[config.mk]
export PLATFORM = sky130hd
export DESIGN_NAME = access_sequencer
export DESIGN_NICKNAME = d
export VERILOG_FILES = /design/src/rtl/access_sequencer_pkg.sv /design/src/rtl/access_sequencer_occ_counter.sv /design/src/rtl/access_sequencer.sv
export SDC_FILE = /design/constraint.sdc
export NUM_CORES = 1
export LEC_CHECK = 0
export ABC_AREA = 0
export CAP_MARGIN = 0
export CORE_ASPECT_RATIO = 0.7
export CORE_UTILIZATION = 50
export CTS_CLUSTER_SIZE = 12
export DETAILED_ROUTE_END_ITERATION = 6
export PLACE_DENSITY_LB_ADDON = 0.12
export SLEW_MARGIN = 0
export SYNTH_ARGS = -nofsm -noshare
export SYNTH_HDL_FRONTEND = slang
export SYNTH_SLANG_ARGS = --single-unit
[constraint.sdc]
create_clock -name clk -period 3.85 [get_ports clk]
set_input_delay 1.155 -clock clk [delete_from_list [all_inputs] [get_ports clk]]
set_output_delay 1.155 -clock clk [all_outputs]
set_load 0.03 [all_outputs]
[src/rtl/access_sequencer_pkg.sv]
// Shared definitions for the access sequencer: state encoding, alarm cause
// codes, UART verdict byte values and a small helper used to size the
// shared timer.
package access_sequencer_pkg;

    typedef enum logic [2:0] {
        ST_IDLE  = 3'd0,
        ST_TEMP  = 3'd1,
        ST_GEL   = 3'd2,
        ST_OPEN  = 3'd3,
        ST_ALARM = 3'd4
    } state_t;

    typedef enum logic [1:0] {
        CAUSE_NONE    = 2'd0,
        CAUSE_FEVER   = 2'd1,
        CAUSE_LOST    = 2'd2,
        CAUSE_TIMEOUT = 2'd3
    } cause_t;

    localparam logic [7:0] VERDICT_FEVER = 8'h01;
    localparam logic [7:0] VERDICT_OK    = 8'h02;

    // Largest of four cycle-count parameters; sizes the shared timer.
    function automatic int max4(input int a, input int b, input int c, input int d);
        int m;
        m = a;
        if (b > m) m = b;
        if (c > m) m = c;
        if (d > m) m = d;
        return m;
    endfunction

endpackage

[src/rtl/access_sequencer_occ_counter.sv]
// Room occupancy counter.
// Ports:
//   clk, reset : clock, synchronous active-high reset
//   inc, dec   : one-cycle increment / decrement requests
//   count      : persons inside (saturates at 0 and MAX_OCC)
//   full       : count == MAX_OCC, decoded from the registered count
module access_sequencer_occ_counter #(
    parameter int CNT_W   = 8,
    parameter int MAX_OCC = 20
) (
    input  logic             clk,
    input  logic             reset,
    input  logic             inc,
    input  logic             dec,
    output logic [CNT_W-1:0] count,
    output logic             full
);

    localparam logic [CNT_W-1:0] MAX_VAL = CNT_W'(MAX_OCC);

    logic [CNT_W-1:0] count_reg;
    logic [CNT_W-1:0] count_next;

    // Simultaneous inc and dec cancel out, even at either bound.
    always_comb begin
        count_next = count_reg;
        if (inc && !dec && (count_reg != MAX_VAL)) begin
            count_next = count_reg + CNT_W'(1);
        end else if (dec && !inc && (count_reg != '0)) begin
            count_next = count_reg - CNT_W'(1);
        end
    end

    always_ff @(posedge clk) begin
        if (reset) begin
            count_reg <= '0;
        end else begin
            count_reg <= count_next;
        end
    end

    assign count = count_reg;
    assign full  = (count_reg == MAX_VAL);

endmodule

[src/rtl/access_sequencer.sv]
// Station access sequencer: walks one person through temperature check,
// gel dispensing and door release, raising an alarm with a latched cause on
// fever, presence loss or timeout. Tracks room occupancy and refuses new
// entries while the room is full.
// Ports:
//   clk, reset   : clock, synchronous active-high reset
//   presence     : person at station (level)
//   rx_valid     : strobe qualifying rx_data (verdict byte)
//   rx_data      : 8'h02 temperature OK, 8'h01 fever, others ignored
//   gel_done     : dispenser finished pulse
//   exit_pulse   : person left the room pulse
//   ack          : operator acknowledge (level)
//   gel_req      : high in GEL
//   door_open    : high in OPEN
//   alarm        : high in ALARM
//   full         : occupancy == MAX_OCC
//   alarm_cause  : 0 none, 1 fever, 2 presence lost, 3 timeout (latched)
//   state        : current state encoding
//   occupancy    : persons inside
module access_sequencer
    import access_sequencer_pkg::*;
#(
    parameter int CNT_W        = 8,
    parameter int MAX_OCC      = 20,
    parameter int TEMP_TIMEOUT = 50_000_000,
    parameter int GEL_TIMEOUT  = 25_000_000,
    parameter int DOOR_CYCLES  = 100_000_000,
    parameter int ALARM_MIN    = 50_000_000
) (
    input  logic             clk,
    input  logic             reset,
    input  logic             presence,
    input  logic             rx_valid,
    input  logic [7:0]       rx_data,
    input  logic             gel_done,
    input  logic             exit_pulse,
    input  logic             ack,
    output logic             gel_req,
    output logic             door_open,
    output logic             alarm,
    output logic             full,
    output logic [1:0]       alarm_cause,
    output logic [2:0]       state,
    output logic [CNT_W-1:0] occupancy
);

    // The ALARM timer saturates at ALARM_MIN itself, so the width must hold
    // the largest parameter value, not just that value minus one.
    localparam int MAX_T = max4(TEMP_TIMEOUT, GEL_TIMEOUT, DOOR_CYCLES, ALARM_MIN);
    localparam int TW    = (MAX_T < 2) ? 1 : $clog2(MAX_T + 1);

    localparam logic [TW-1:0] TEMP_LAST  = TW'(TEMP_TIMEOUT - 1);
    localparam logic [TW-1:0] GEL_LAST   = TW'(GEL_TIMEOUT - 1);
    localparam logic [TW-1:0] DOOR_LAST  = TW'(DOOR_CYCLES - 1);
    localparam logic [TW-1:0] ALARM_LAST = TW'(ALARM_MIN - 1);
    localparam logic [TW-1:0] ALARM_SAT  = TW'(ALARM_MIN);

    state_t        state_reg, state_next;
    cause_t        cause_reg, cause_next;
    logic [TW-1:0] timer_reg, timer_next;
    logic          occ_inc;
    logic          full_w;

    always_comb begin
        state_next = state_reg;
        cause_next = cause_reg;
        occ_inc    = 1'b0;
        case (state_reg)
            ST_IDLE: begin
                if (presence && !full_w) begin
                    state_next = ST_TEMP;
                end
            end
            ST_TEMP: begin
                if (!presence) begin
                    state_next = ST_ALARM;
                    cause_next = CAUSE_LOST;
                end else if (rx_valid && (rx_data == VERDICT_FEVER)) begin
                    state_next = ST_ALARM;
                    cause_next = CAUSE_FEVER;
                end else if (rx_valid && (rx_data == VERDICT_OK)) begin
                    state_next = ST_GEL;
                end else if (timer_reg == TEMP_LAST) begin
                    state_next = ST_ALARM;
                    cause_next = CAUSE_TIMEOUT;
                end
            end
            ST_GEL: begin
                if (!presence) begin
                    state_next = ST_ALARM;
                    cause_next = CAUSE_LOST;
                end else if (gel_done) begin
                    state_next = ST_OPEN;
                end else if (timer_reg == GEL_LAST) begin
                    state_next = ST_ALARM;
                    cause_next = CAUSE_TIMEOUT;
                end
            end
            ST_OPEN: begin
                if (timer_reg == DOOR_LAST) begin
                    state_next = ST_IDLE;
                    occ_inc    = 1'b1;
                end
            end
            ST_ALARM: begin
                if ((timer_reg >= ALARM_LAST) && ack) begin
                    state_next = ST_IDLE;
                    cause_next = CAUSE_NONE;
                end
            end
            default: begin
                state_next = ST_IDLE;
            end
        endcase
    end

    // One timer shared by all states, cleared on every state change. IDLE
    // holds it at zero; ALARM saturates it so it never wraps while waiting
    // for an operator.
    always_comb begin
        timer_next = timer_reg + TW'(1);
        if (state_next != state_reg) begin
            timer_next = '0;
        end else if (state_reg == ST_IDLE) begin
            timer_next = '0;
        end else if ((state_reg == ST_ALARM) && (timer_reg >= ALARM_SAT)) begin
            timer_next = ALARM_SAT;
        end
    end

    always_ff @(posedge clk) begin
        if (reset) begin
            state_reg <= ST_IDLE;
            cause_reg <= CAUSE_NONE;
            timer_reg <= '0;
        end else begin
            state_reg <= state_next;
            cause_reg <= cause_next;
            timer_reg <= timer_next;
        end
    end

    access_sequencer_occ_counter #(
        .CNT_W   (CNT_W),
        .MAX_OCC (MAX_OCC)
    ) u_occ (
        .clk   (clk),
        .reset (reset),
        .inc   (occ_inc),
        .dec   (exit_pulse),
        .count (occupancy),
        .full  (full_w)
    );

    assign full        = full_w;
    assign gel_req     = (state_reg == ST_GEL);
    assign door_open   = (state_reg == ST_OPEN);
    assign alarm       = (state_reg == ST_ALARM);
    assign alarm_cause = cause_reg;
    assign state       = state_reg;

endmodule
After elaboration in Yosys (flattened, before gate mapping)
Index checks and enable logic that the tools add are counted.
Operators by class
  add/subtract/negate cells: 3
  multiply operators: 0
  div/mod/pow operators: 0
  magnitude comparators: 2
  equal/unequal tests: 17
  shift operators: 0
  mux-type cells: 25
  bitwise logic cells: 0
  reduce and logical (&&, ||, !) cells: 19
Operators by type and width (number)
  27-bit by 26-bit greater-or-equal comparator with 1-bit output (second input constant): 2
  3-bit 2-to-1 mux: 10
  27-bit by 1-bit adder with 27-bit output (second input constant): 1
  27-bit by 25-bit == test with 1-bit output (second input constant): 1
  27-bit by 26-bit == test with 1-bit output (second input constant): 1
  27-bit == test (second input constant): 1
  26-bit 2-to-1 mux: 1
  2-bit 2-to-1 mux: 8
  8-bit 2-to-1 mux: 2
  3-bit case mux with 5 select lines: 1
  1-bit logical AND: 9
  8-bit by 1-bit adder with 8-bit output (second input constant): 1
  8-bit by 1-bit == test with 1-bit output (second input constant): 1
  8-bit by 2-bit == test with 1-bit output (second input constant): 1
  8-bit by 5-bit == test with 1-bit output (second input constant): 1
  4-bit inequality test (second input constant): 2
  8-bit by 5-bit inequality test with 1-bit output (second input constant): 1
  8-bit nonzero test: 1
  8-bit by 1-bit subtractor with 8-bit output (second input constant): 1
  3-bit by 2-bit == test with 1-bit output (second input constant): 2
  2-bit case mux with 3 select lines: 1
  6-bit AND reduction: 1
  4-bit OR reduction: 1
  3-bit by 1-bit == test with 1-bit output (second input constant): 1
  11 further kinds: 14
Word-level totals
  register bits after elaboration: 40
  latch bits: 0
  RAM bits: 0
  ROM bits: 0
  bits of input ports: 15
  output and inout bits: 17
  word-level logic and storage cells: 71
  memories: 0

Depth between registers and ports, before layout
  word-level depth: 8
  mapped depth: 12
  depth with buffers taken out: 11

By module
From an unflattened synthesis, not the netlist that was laid out.
Unflattened totals
  cells, all modules: 317
  area, all modules: 2780.2 um^2
Modules (own cells, without submodules)
  access_sequencer: times used 1, cells an instance 231, area each 2010.7 um^2, sequential area each 640.6 um^2
  access_sequencer_occ_counter: times used 1, cells an instance 86, area each 769.5 um^2, sequential area each 160.2 um^2

Least setup slack after synthesis
OpenSTA, ideal clock, no wires.
  kind: input -> register
  start point: input exit_pulse
  end point: register u_occ.count_reg[7], in the netlist u_occ.count[7]
  library setup time: 121 ps
  data arrival time: 3310 ps
  data required time: 3729 ps
  path slack: 420 ps
  stages on the path: 9
  path buffers: 0
  cell sequence: nor2_1 -> nand3_1 -> ha_1 -> and3_1 -> a221o_1 -> o41a_1 -> nor3b_1 -> a31oi_1 -> mux2_2
On the way
  longest elaborated chain between the ends: 4
  elaborated cells on any way between the ends: 7
  classes of those cells: mux (1); reduce/logical (6)
Ends and longest elaborated chain
  start, declared: RTL line access_sequencer.sv:36  | input logic exit_pulse,
  1-bit zero test: RTL line access_sequencer_occ_counter.sv:27  | if (inc && !dec && (count_reg != MAX_VAL)) begin
  1-bit logical AND (2 in a row): RTL line access_sequencer_occ_counter.sv:27
  8-bit 2-to-1 mux / 2-bit nonzero test (equally long branches)
  end signal, assigned: RTL line access_sequencer_occ_counter.sv:38  | count_reg <= count_next;
  end, declared: RTL line access_sequencer_occ_counter.sv:21  | logic [CNT_W-1:0] count_reg;
Parallel ways exist; a longest one is shown, timed or not.
A chain may end at the register's enable or synchronous reset.

Worst setup path after layout
Same ends and word-level chain as after synthesis.

==> flow_metrics.tcl <==
set metrics [dict create \
    use_met1 0.3856 \
    clockRootBuffer "clkbuf_8" \
    yosysSeqAreaShare 0.3003 \
    grt_overflow_total 0 \
    stdcell_count 413 \
    cts.sinks 40 \
    arrival_ns 3.80 \
    io_buffers 31 \
    synth_top_area_frac 0.3003 \
    multi_input_area_um2 1764 \
    maxCapViolations 0 \
    remaining_drc_errors 0 \
    synth_adder_area_share 0.04505 \
    final.fill_count 459 \
    grt_util_all_layers 0.2536 \
    via_per_inst 6.019 \
    max_slew_margin 0.5523 \
    cts_tree "built" \
    placedCellCount 405 \
    timing.final.crit_share 0.9423 \
    synth.cell_area_um2 2666 \
    finalWorstSetupSlack_ns 0.2223 \
    grt_pass1_wl_um 11220 \
    antenna_found_initial 0 \
    final_util 0.6353 \
    wl_um 6620 \
    worstSetupStartpointType "primary input" \
    grt_busiest_layer "met1" \
    final_cell_mix "dfxtp_1 (40), clkdlybuf4s50_1 (31), nor2_1 (28), nor4_1 (20), nand2_1 (20)" \
    final_common_cell "dfxtp_1" \
    synth_top_family_by_area "simple AND/OR/NAND/NOR gates" \
    core_area_um2 4940 \
    clock_path_buffers 2 \
    grt_max_degree 28 \
    place_worst_setup_slack_ns -0.06011 \
    syn-num-nets 335 \
    clock_skew_ns 0.006840 \
    path_class "in2reg" \
    drive_gt1_frac 0.08430 \
    ios 32 \
    dieArea_um2 5633 \
    worstPathRequired_ns 4.03 \
    routabilityCongestion 0.8938 \
    cts_setup_buffers 0 \
    finalSetupTns_ns 0 \
    outcome "complete, no violations" \
    synth_compound_area_frac 0.1544 \
    worst_pin_slew_ns 0.6586 \
    worst-path-buf-inv 1 \
    synth_simple_gate_area_share 0.3238 \
    synth_cells 311 \
    hold_ws_ns 0.5237 \
    syn_to_final_growth_pct 17.69 \
    synth_edf_count 0 \
    clk_pin_slew_ns 0.07 \
    path_delay_family "simple AND/OR/NAND/NOR gates" \
    grt_pass1_vias 2284 \
    ff_latch_area_um2 800.8 \
    cts_htree_levels 2 \
    critPathMaxStageDelay_ns 0.42 \
    synth_xor_area_frac 0.1018 \
    hold_path_class "reg2reg" \
    power_mw 0.7958 \
    grt_util_met2 0.3693 \
    crit_slowest_cell "clkdlybuf4s50_1" \
    slew_viol_final 0 \
    placementRows 21 \
    fin_area_um2 3138 \
    critPathMaxFanout 6 \
    synth.avg_cell_area_um2 8.573 \
    synthMuxAreaShare 0.03566 \
    clk_latency_ns 0.29 \
    grt_util_met3 0.04325 \
    fin_crit_ns 3.628 \
    num_antenna_cells 0 \
    dpl_cell_area_um2 3045 \
    cts_buffers 5 \
    first_pass_iters 4 \
    synthFlopType "dfxtp_1" \
    dieHeight_um 63.10 \
    power_density_nw_per_um2 253.6 \
    hold_viol 0 \
    wire_per_inst_um 16.03 \
    first_iter_violations 166 \
    start_util 0.5398 \
    hpwl_um 4809 \
    fmax_ghz 0.2757 \
    rsz0062_at_grt "no" \
    ir_drop_v 0.0001244 \
    num_vias 2486 \
    die_w_um 89.28 \
    leakage_nw 1.065 \
    synth_area_leaders "dfxtp_1 (30%), xnor2_1 (5.6%), nor4_1 (4.7%)" \
    largest_reg_flops 27 \
    finalSetupViolCount 0 \
    synthDistinctLibCells 66 \
    yosysTopAreaCell "dfxtp_1" \
    endpoint_kind "flip-flop" \
    ys_ff_latch 40 \
    finalNetCount 367 \
    async_flop_share 0 \
    ys.warnings.count 0 \
    postRouteAntennaNets 0 \
    worstPathCellList "clkdlybuf4s50_1, nor2_1, nand3_1, ha_1, and3_1, a221o_1, o41a_1, nor3b_1, a31oi_1, mux2_2" \
]
[power by group]
group / internal (mW) / switching (mW)
clock network: 0.146 / 0.146
registers: 0.417 / 0.00553
logic: 0.0353 / 0.0458
[worst reg2reg max path, cell delays in order, from the launching register on]
cell and delay [ns]:
dfxtp_1 0.42, nor4bb_1 0.38, nand4_1 0.14, nor4_1 0.30, buf_4 0.20, nand3_1 0.24, ha_1 0.40, and3_1 0.19
a221o_1 0.33, o41a_1 0.33, nor3b_1 0.20, a31oi_1 0.07, mux2_2 0.29
[kinds of logic (layout without fill, tap and decap cells)]
logic type / after synthesis / after routing
and+or+nand+nor: 147 / 147
DFF: 40 / 40
xor gates and xnor gates: 31 / 31
AOI/OAI and AO/OA: 54 / 54
buffers and inverters: 21 / 54
adders and majority gates: 9 / 9
muxes: 9 / 9
[what timing repair did]
action | CTS | global route
gates resized for setup | 0 | 1
hold buffers | 0 | 0
setup endpoints to repair | 0 | 1
[layout make-up]
type                            count  area share
Sequential cell                    40      0.2552
Inverter                            7    0.008373
Tap cell                           69     0.02751
Clock buffer                        8     0.02871
Multi-Input combinational cell    250      0.5622
Timing Repair Buffer               39      0.1180
[worst paths after layout]
path	cells past startpoint	startpoint	to	slack, ns
setup / recovery	10	exit_pulse	u_occ.count[7]	0.22
hold / removal	2	u_occ.count[6]	u_occ.count[6]	0.52
hold reg to reg	2	u_occ.count[6]	u_occ.count[6]	0.52
setup reg to reg	12	timer_reg[26]	u_occ.count[7]	0.26
[cell usage after synthesis, drive strengths merged (2+ instances only)]
cell type	count
dfxtp	40
nor2	28
nor4	22
nand2	20
xnor2	17
xor2	14
nand3	13
a211oi	12
nor3	12
nand4	11
a21oi	10
buf	8
ha	8
mux2i	8
and3	7
inv	7
clkbuf	6
nor2b	6
and2	4
and4	4
nand2b	4
o21ai	4
a21o	3
a31oi	3
nor4bb	3
o31a	3
a21boi	2
nor3b	2
o22ai	2
o31ai	2
or2	2
or3	2
[layer usage]
layer  part of all wire  vias to the layer above
met5                  0                        -
li1                   -                     1236
met2               0.42                       59
met3              0.045                        8
met4              0.011                        0
met1               0.53                     1183
Note: power is estimated with default switching activity, not from simulation.
